--- config.mk ---
export PLATFORM = sky130hd
export DESIGN_NAME = muldiv_unit
export DESIGN_NICKNAME = d
export VERILOG_FILES = /design/src/rtl/muldiv_unit.sv
export SDC_FILE = /design/constraint.sdc
export NUM_CORES = 1
export LEC_CHECK = 0
export BUFFER_PORTS_ARGS = -buffer_cell sky130_fd_sc_hd__buf_4
export CAP_MARGIN = 5
export CORE_ASPECT_RATIO = 1.75
export CORE_MARGIN = 8
export CORE_UTILIZATION = 45
export DETAILED_ROUTE_END_ITERATION = 8
export GPL_TIMING_DRIVEN = 1
export PLACE_DENSITY = 0.66
export SLEW_MARGIN = 15
export SYNTH_ARGS = -nofsm -noshare
export SYNTH_HDL_FRONTEND = slang
export SYNTH_SLANG_ARGS = --single-unit
--- constraint.sdc ---
create_clock -name clk -period 3.9 [get_ports clk]
set_input_delay 0.39 -clock clk [delete_from_list [all_inputs] [get_ports clk]]
set_output_delay 0.39 -clock clk [all_outputs]
set_load 0.1 [all_outputs]
--- src/rtl/muldiv_unit.sv ---
// Iterative multiply/divide unit with HI/LO result registers.
// Uses a fixed WIDTH-step shift-add multiply or restoring divide on operand
// magnitudes. Signs are fixed up in the FINISH cycle.
module muldiv_unit #(
  parameter int WIDTH = 32
) (
  input  logic             clk,
  input  logic             reset,
  input  logic             start,
  input  logic [1:0]       op,
  input  logic [WIDTH-1:0] a,
  input  logic [WIDTH-1:0] b,
  input  logic             abort,
  input  logic             mthi,
  input  logic             mtlo,
  input  logic [WIDTH-1:0] wdata,
  output logic             busy,
  output logic             done,
  output logic [WIDTH-1:0] hi,
  output logic [WIDTH-1:0] lo
);
  localparam int CW = $clog2(WIDTH + 1);

  typedef enum logic [1:0] {IDLE, RUN, FINISH} state_t;

  state_t           state_q;
  logic [CW-1:0]    cnt_q;
  logic             is_div_q, neg_q_q, neg_r_q, dz_q;
  logic [WIDTH-1:0] a_q;    // raw dividend, returned as HI on divide-by-zero
  logic [WIDTH-1:0] d_q;    // multiplicand or divisor magnitude
  logic [WIDTH-1:0] acc_q;  // product high half / partial remainder
  logic [WIDTH-1:0] qr_q;   // multiplier bits / dividend-to-quotient bits
  logic [WIDTH-1:0] hi_q, lo_q;
  logic             done_q;

  logic             a_neg, b_neg;
  logic [WIDTH-1:0] a_mag, b_mag;
  logic [WIDTH:0]   mult_sum, div_sh;
  logic             div_ge;
  logic [WIDTH-1:0] acc_d, qr_d;
  logic [2*WIDTH-1:0] prod, prod_fix;
  logic [WIDTH-1:0] res_hi_d, res_lo_d;

  // Operand magnitudes for the signed ops (op[0] == 0 means signed)
  always_comb begin
    a_neg = ~op[0] & a[WIDTH-1];
    b_neg = ~op[0] & b[WIDTH-1];
    a_mag = a_neg ? -a : a;
    b_mag = b_neg ? -b : b;
  end

  // One iteration step: shift-add for multiply, restoring subtract for divide
  always_comb begin
    mult_sum = {1'b0, acc_q} + (qr_q[0] ? {1'b0, d_q} : '0);
    div_sh   = {acc_q, qr_q[WIDTH-1]};
    div_ge   = div_sh >= {1'b0, d_q};
    if (is_div_q) begin
      acc_d = div_ge ? WIDTH'(div_sh - {1'b0, d_q}) : div_sh[WIDTH-1:0];
      qr_d  = {qr_q[WIDTH-2:0], div_ge};
    end else begin
      acc_d = mult_sum[WIDTH:1];
      qr_d  = {mult_sum[0], qr_q[WIDTH-1:1]};
    end
  end

  // Sign correction and special cases for the final HI/LO write
  always_comb begin
    prod     = {acc_q, qr_q};
    prod_fix = neg_q_q ? -prod : prod;
    if (!is_div_q) begin
      res_hi_d = prod_fix[2*WIDTH-1:WIDTH];
      res_lo_d = prod_fix[WIDTH-1:0];
    end else if (dz_q) begin
      res_hi_d = a_q;
      res_lo_d = '1;
    end else begin
      res_hi_d = neg_r_q ? -acc_q : acc_q;
      res_lo_d = neg_q_q ? -qr_q : qr_q;
    end
  end

  // Control FSM and datapath registers
  always_ff @(posedge clk) begin
    if (reset) begin
      state_q  <= IDLE;
      cnt_q    <= '0;
      is_div_q <= 1'b0;
      neg_q_q  <= 1'b0;
      neg_r_q  <= 1'b0;
      dz_q     <= 1'b0;
      a_q      <= '0;
      d_q      <= '0;
      acc_q    <= '0;
      qr_q     <= '0;
      hi_q     <= '0;
      lo_q     <= '0;
      done_q   <= 1'b0;
    end else begin
      done_q <= 1'b0;
      case (state_q)
        IDLE: begin
          if (start) begin
            state_q  <= RUN;
            cnt_q    <= '0;
            is_div_q <= op[1];
            neg_q_q  <= a_neg ^ b_neg;
            neg_r_q  <= a_neg;
            dz_q     <= op[1] & (b == '0);
            a_q      <= a;
            acc_q    <= '0;
            d_q      <= op[1] ? b_mag : a_mag;
            qr_q     <= op[1] ? a_mag : b_mag;
          end else begin
            if (mthi) hi_q <= wdata;
            if (mtlo) lo_q <= wdata;
          end
        end
        RUN: begin
          if (abort) begin
            state_q <= IDLE;
          end else begin
            acc_q <= acc_d;
            qr_q  <= qr_d;
            cnt_q <= cnt_q + 1'b1;
            if (cnt_q == CW'(WIDTH - 1)) state_q <= FINISH;
          end
        end
        FINISH: begin
          state_q <= IDLE;
          if (!abort) begin
            hi_q   <= res_hi_d;
            lo_q   <= res_lo_d;
            done_q <= 1'b1;
          end
        end
        default: state_q <= IDLE;
      endcase
    end
  end

  assign busy = (state_q != IDLE);
  assign done = done_q;
  assign hi   = hi_q;
  assign lo   = lo_q;
endmodule

==> results.tsv <==
stage	metric	value	unit
min_path	hold path endpoint	a_q[13]	
min_path	Min-Delay Path Class	input port to flop	
clocking	Worst-path clk slew	0.07	ns
global_route	vias in the first global route	18739	
outcome	status	complete, no violations	
placement	Final HPWL DP	61.3	mm
finish	layout cells sized above 1	0.145	
die	Die ar.	44600	um^2
global_route	first-pass GRT wire length	118	mm
worst_setup_path	Arrival @ worst endpoint	4.15	ns
die	core area	37500	um^2
finish	Nets	2667	
finish	Util after Layout	0.525	
timing	final setup fails	0	
min_path	Hold Crit Start	a[13]	
synth	Avg Cell Area, Syn	7.12	um^2
worst_setup_path	worst r2r src	qr_q[12]	
synth	Async SR Flop Fraction	0	
die	DIE HEIGHT	273	um
pwr	sequential group share of total power	0.365	
clocking	H-Tree Depth	1	
pwr	logic gate share of total power	0.325	
finish	commonest cells after routing, fill and taps aside	nand2_1, a21oi_1, buf_4	
route	Vias/cell	6.46	
worst_setup_path	CP Capture Type	flop	
timing	Worst slew margin	0.323	
worst_setup_path	R2R depth	8	
timing	Max Slew Vio Count	0	
timing	Total Neg Setup Slack	0	ns
clocking	CTS Root Cell	clkbuf_16	
timing	Final min period	3.77	ns
pwr	peak supply drop	0.373	mV
route	First-pass DRT Iterations	6	
synth	Post-Syn Instances	2396	
pwr	LEAKAGE	8.04	nW
clocking	clock latency on the worst-skew pair	0.54	ns
worst_setup_path	worst-path maximum fanout	12	
worst_setup_path	critical path class	flop to flop	
timing	Tightest Pin Transition	1.01	ns
global_route	largest net degree at the start of global routing	92	
clocking	total clock buffers created by CTS	21	
route	routed length on met3	4.89	mm
worst_setup_path	crit path launch type	flop	
timing	Hold Fails Final Rpt	0	
clocking	Longest Clk Path Bufs	3	
synth	Post-synth top flop	dfxtp_1	
pwr	internal cell power	0.00401	W
timing	FMAX	265	MHz
synth	number of flops mapped to enable cells by yosys	0	
clocking	hold_buf cts	0	
route	wire length per cell	26.9	um
synth	Seq/Total Area, Yosys	0.241	
worst_setup_path	Crit Reg-Reg Endpoint	hi[9]	
timing	clock skew	0.0228	ns
worst_setup_path	Req. time, crit path	4.28	ns
worst_setup_path	flop-to-flop setup slack	0.13	ns
pwr	Sw Pwr	0.00253	W
synth	post-synthesis cell type count	80	
route	DR iter-0 viols	1954	
synth	YS warnings	0	
pwr	Pwr Density	332	nW/um^2
synth	Cell Area, Synth	17000	um^2
die	DIE WIDTH	163	um
route	final antenna-violating net count	0	
route	Remaining DRCs	0	
route	uppermost layer routed	met4	
route	via count	19275	
clocking	CTS Sinks	205	
die	IO Count	170	
job	Max Cap Viol	0	
finish	Synth-to-Final Area Change	15.5	%
global_route	total gr overflow	0	
placement	Final GP Congestion	1.04	
route	overall routed net length	80.4	mm
synth	Seq cells post-synth	205	
synth	syn_nets	2571	
placement	I/O Buffers	169	
die	# rows	94	
route	WL met2	39.5	mm
route	M1 wire length	27.3	mm
min_path	hold depth	3	
die	Starting Density	0.454	
finish	commonest non-fill, non-tap cell in the layout	nand2_1	
global_route	Overall Global Routing Usage	0.351	
timing	RSZ-0062 raised after global routing	no	
global_route	initial antenna violation count	1	
clocking	CTS tree	built	
pwr	Clk pwr share	0.311	
timing	period utilization	0.966	
pwr	Sw Share	0.387	
## worst max path at each step
stage                         from   endpoint  slack, ns  cells past startpoint
after global placement    qr_q[31]  acc_q[24]       0.01                     14
after global routing       d_q[14]    qr_q[0]       0.06                     12
final                     qr_q[12]      hi[9]       0.13                      8
after CTS                 qr_q[31]  acc_q[24]       0.02                     14
after floorplan            qr_q[0]  acc_q[23]       0.49                     14
after detailed placement  qr_q[31]  acc_q[24]       0.05                     14
## flip-flops by register name, indices dropped and copies added (netlist names)
signal    cells
a_q          32
acc_q        32
cnt_q         6
d_q          32
done          1
dz_q          1
hi           32
is_div_q      1
lo           32
neg_q_q       1
neg_r_q       1
qr_q         32
state_q       2
## worst max-delay path, cell delays in order, from the launching register on
cell and delay [ns]:
dfxtp_1 0.39, or4_1 0.67, nor4b_4 0.40, nand4_2 0.31, or2_4 0.39, o41ai_2 0.32
xnor2_1 0.11, o211ai_1 0.81, a311oi_1 0.19
## kinds of logic (layout without fill, tap and decap cells)
group / Yosys count / in the layout / synth area share
AOI/OAI and AO/OA: 777 / 777 / 0.287
xor gates and xnor gates: 185 / 185 / 0.0950
adders and majority gates: 71 / 71 / 0.0530
buffers and inverters: 272 / 381 / 0.0615
DFF: 205 / 205 / 0.241
muxes: 68 / 68 / 0.0406
other: 0 / 1 / 0
and+or+nand+nor: 818 / 818 / 0.223
## cell usage after synthesis, drive strengths merged, types with 6 or more instances
cell	number	area share
nor4	23	0.011
a311oi	9	0.0046
o221ai	43	0.022
clkbuf	172	0.038
xnor2	113	0.058
buf	28	0.0077
and2	9	0.0033
o21ai	164	0.048
inv	71	0.016
a31oi	19	0.0070
a211oi	42	0.019
nor2b	11	0.0040
a2111oi	7	0.0036
or2	14	0.0051
a221oi	6	0.0031
or3	16	0.0059
and3	10	0.0037
o31ai	24	0.011
dfxtp	205	0.24
nand3	33	0.0097
ha	69	0.051
a21o	36	0.016
xor2	72	0.037
o22ai	20	0.0073
nor3b	9	0.0046
o21bai	7	0.0031
nand4	34	0.013
nor2	255	0.056
o311ai	6	0.0031
o21a	8	0.0035
nand2	286	0.063
o211ai	34	0.015
nor3	61	0.018
mux2	9	0.0059
a21oi	275	0.081
nand2b	25	0.0092
a22oi	15	0.0066
or4	15	0.0066
mux2i	59	0.035
o41ai	16	0.0082
## power groups by stage
stage,clock network [W],logic (W),registers (W)
2_1_floorplan,0,0.00113,0.00260
3_3_place_gp,0,0.00205,0.00242
3_5_place_dp,0,0.00206,0.00242
4_1_cts,0.00204,0.00207,0.00237
5_1_grt,0.00212,0.00225,0.00239
6_report,0.00203,0.00212,0.00238
## layout make-up
type / instances / area, um^2
timing repair buffer: 273 / 2060
sequential: 205 / 4110
clock buffer: 28 / 602
antenna: 1 / 2.50
multi-input combinational: 1919 / 12000
tap: 480 / 601
inverter: 72 / 270
fill: 3781 / 17800
clock inverter: 8 / 61.3
## metal layers
| layer | track usage | vias to the layer above |
|---|---|---|
| met5 | 0 | - |
| met4 | 0.330 | 0 |
| met3 | 0.0545 | 347 |
| met2 | 0.605 | 1012 |
| met1 | 0.354 | 9099 |
| li1 | - | 8817 |
## metrics by stage
stage               hold WS [ns]  worst slack (ns)  power, W  instance area, um^2  instances
finish                     0.121             0.132   0.00653                19700       2986
global route               0.116            0.0621   0.00675                19700       2985
CTS                        0.117            0.0198   0.00649                19600       2985
detailed placement         0.447            0.0456   0.00448                19000       2949
global placement           0.441            0.0132   0.00447                19000       2949
floorplan                  0.431             0.485   0.00372                17000       2396
## timing repair
action | 4_1_cts | 5_1_grt
buffers inserted | 0 | 0
endpoints found under the setup margin | 0 | 12
resized for setup | 0 | 12
No activity file was read; power rests on OpenSTA's default activity.
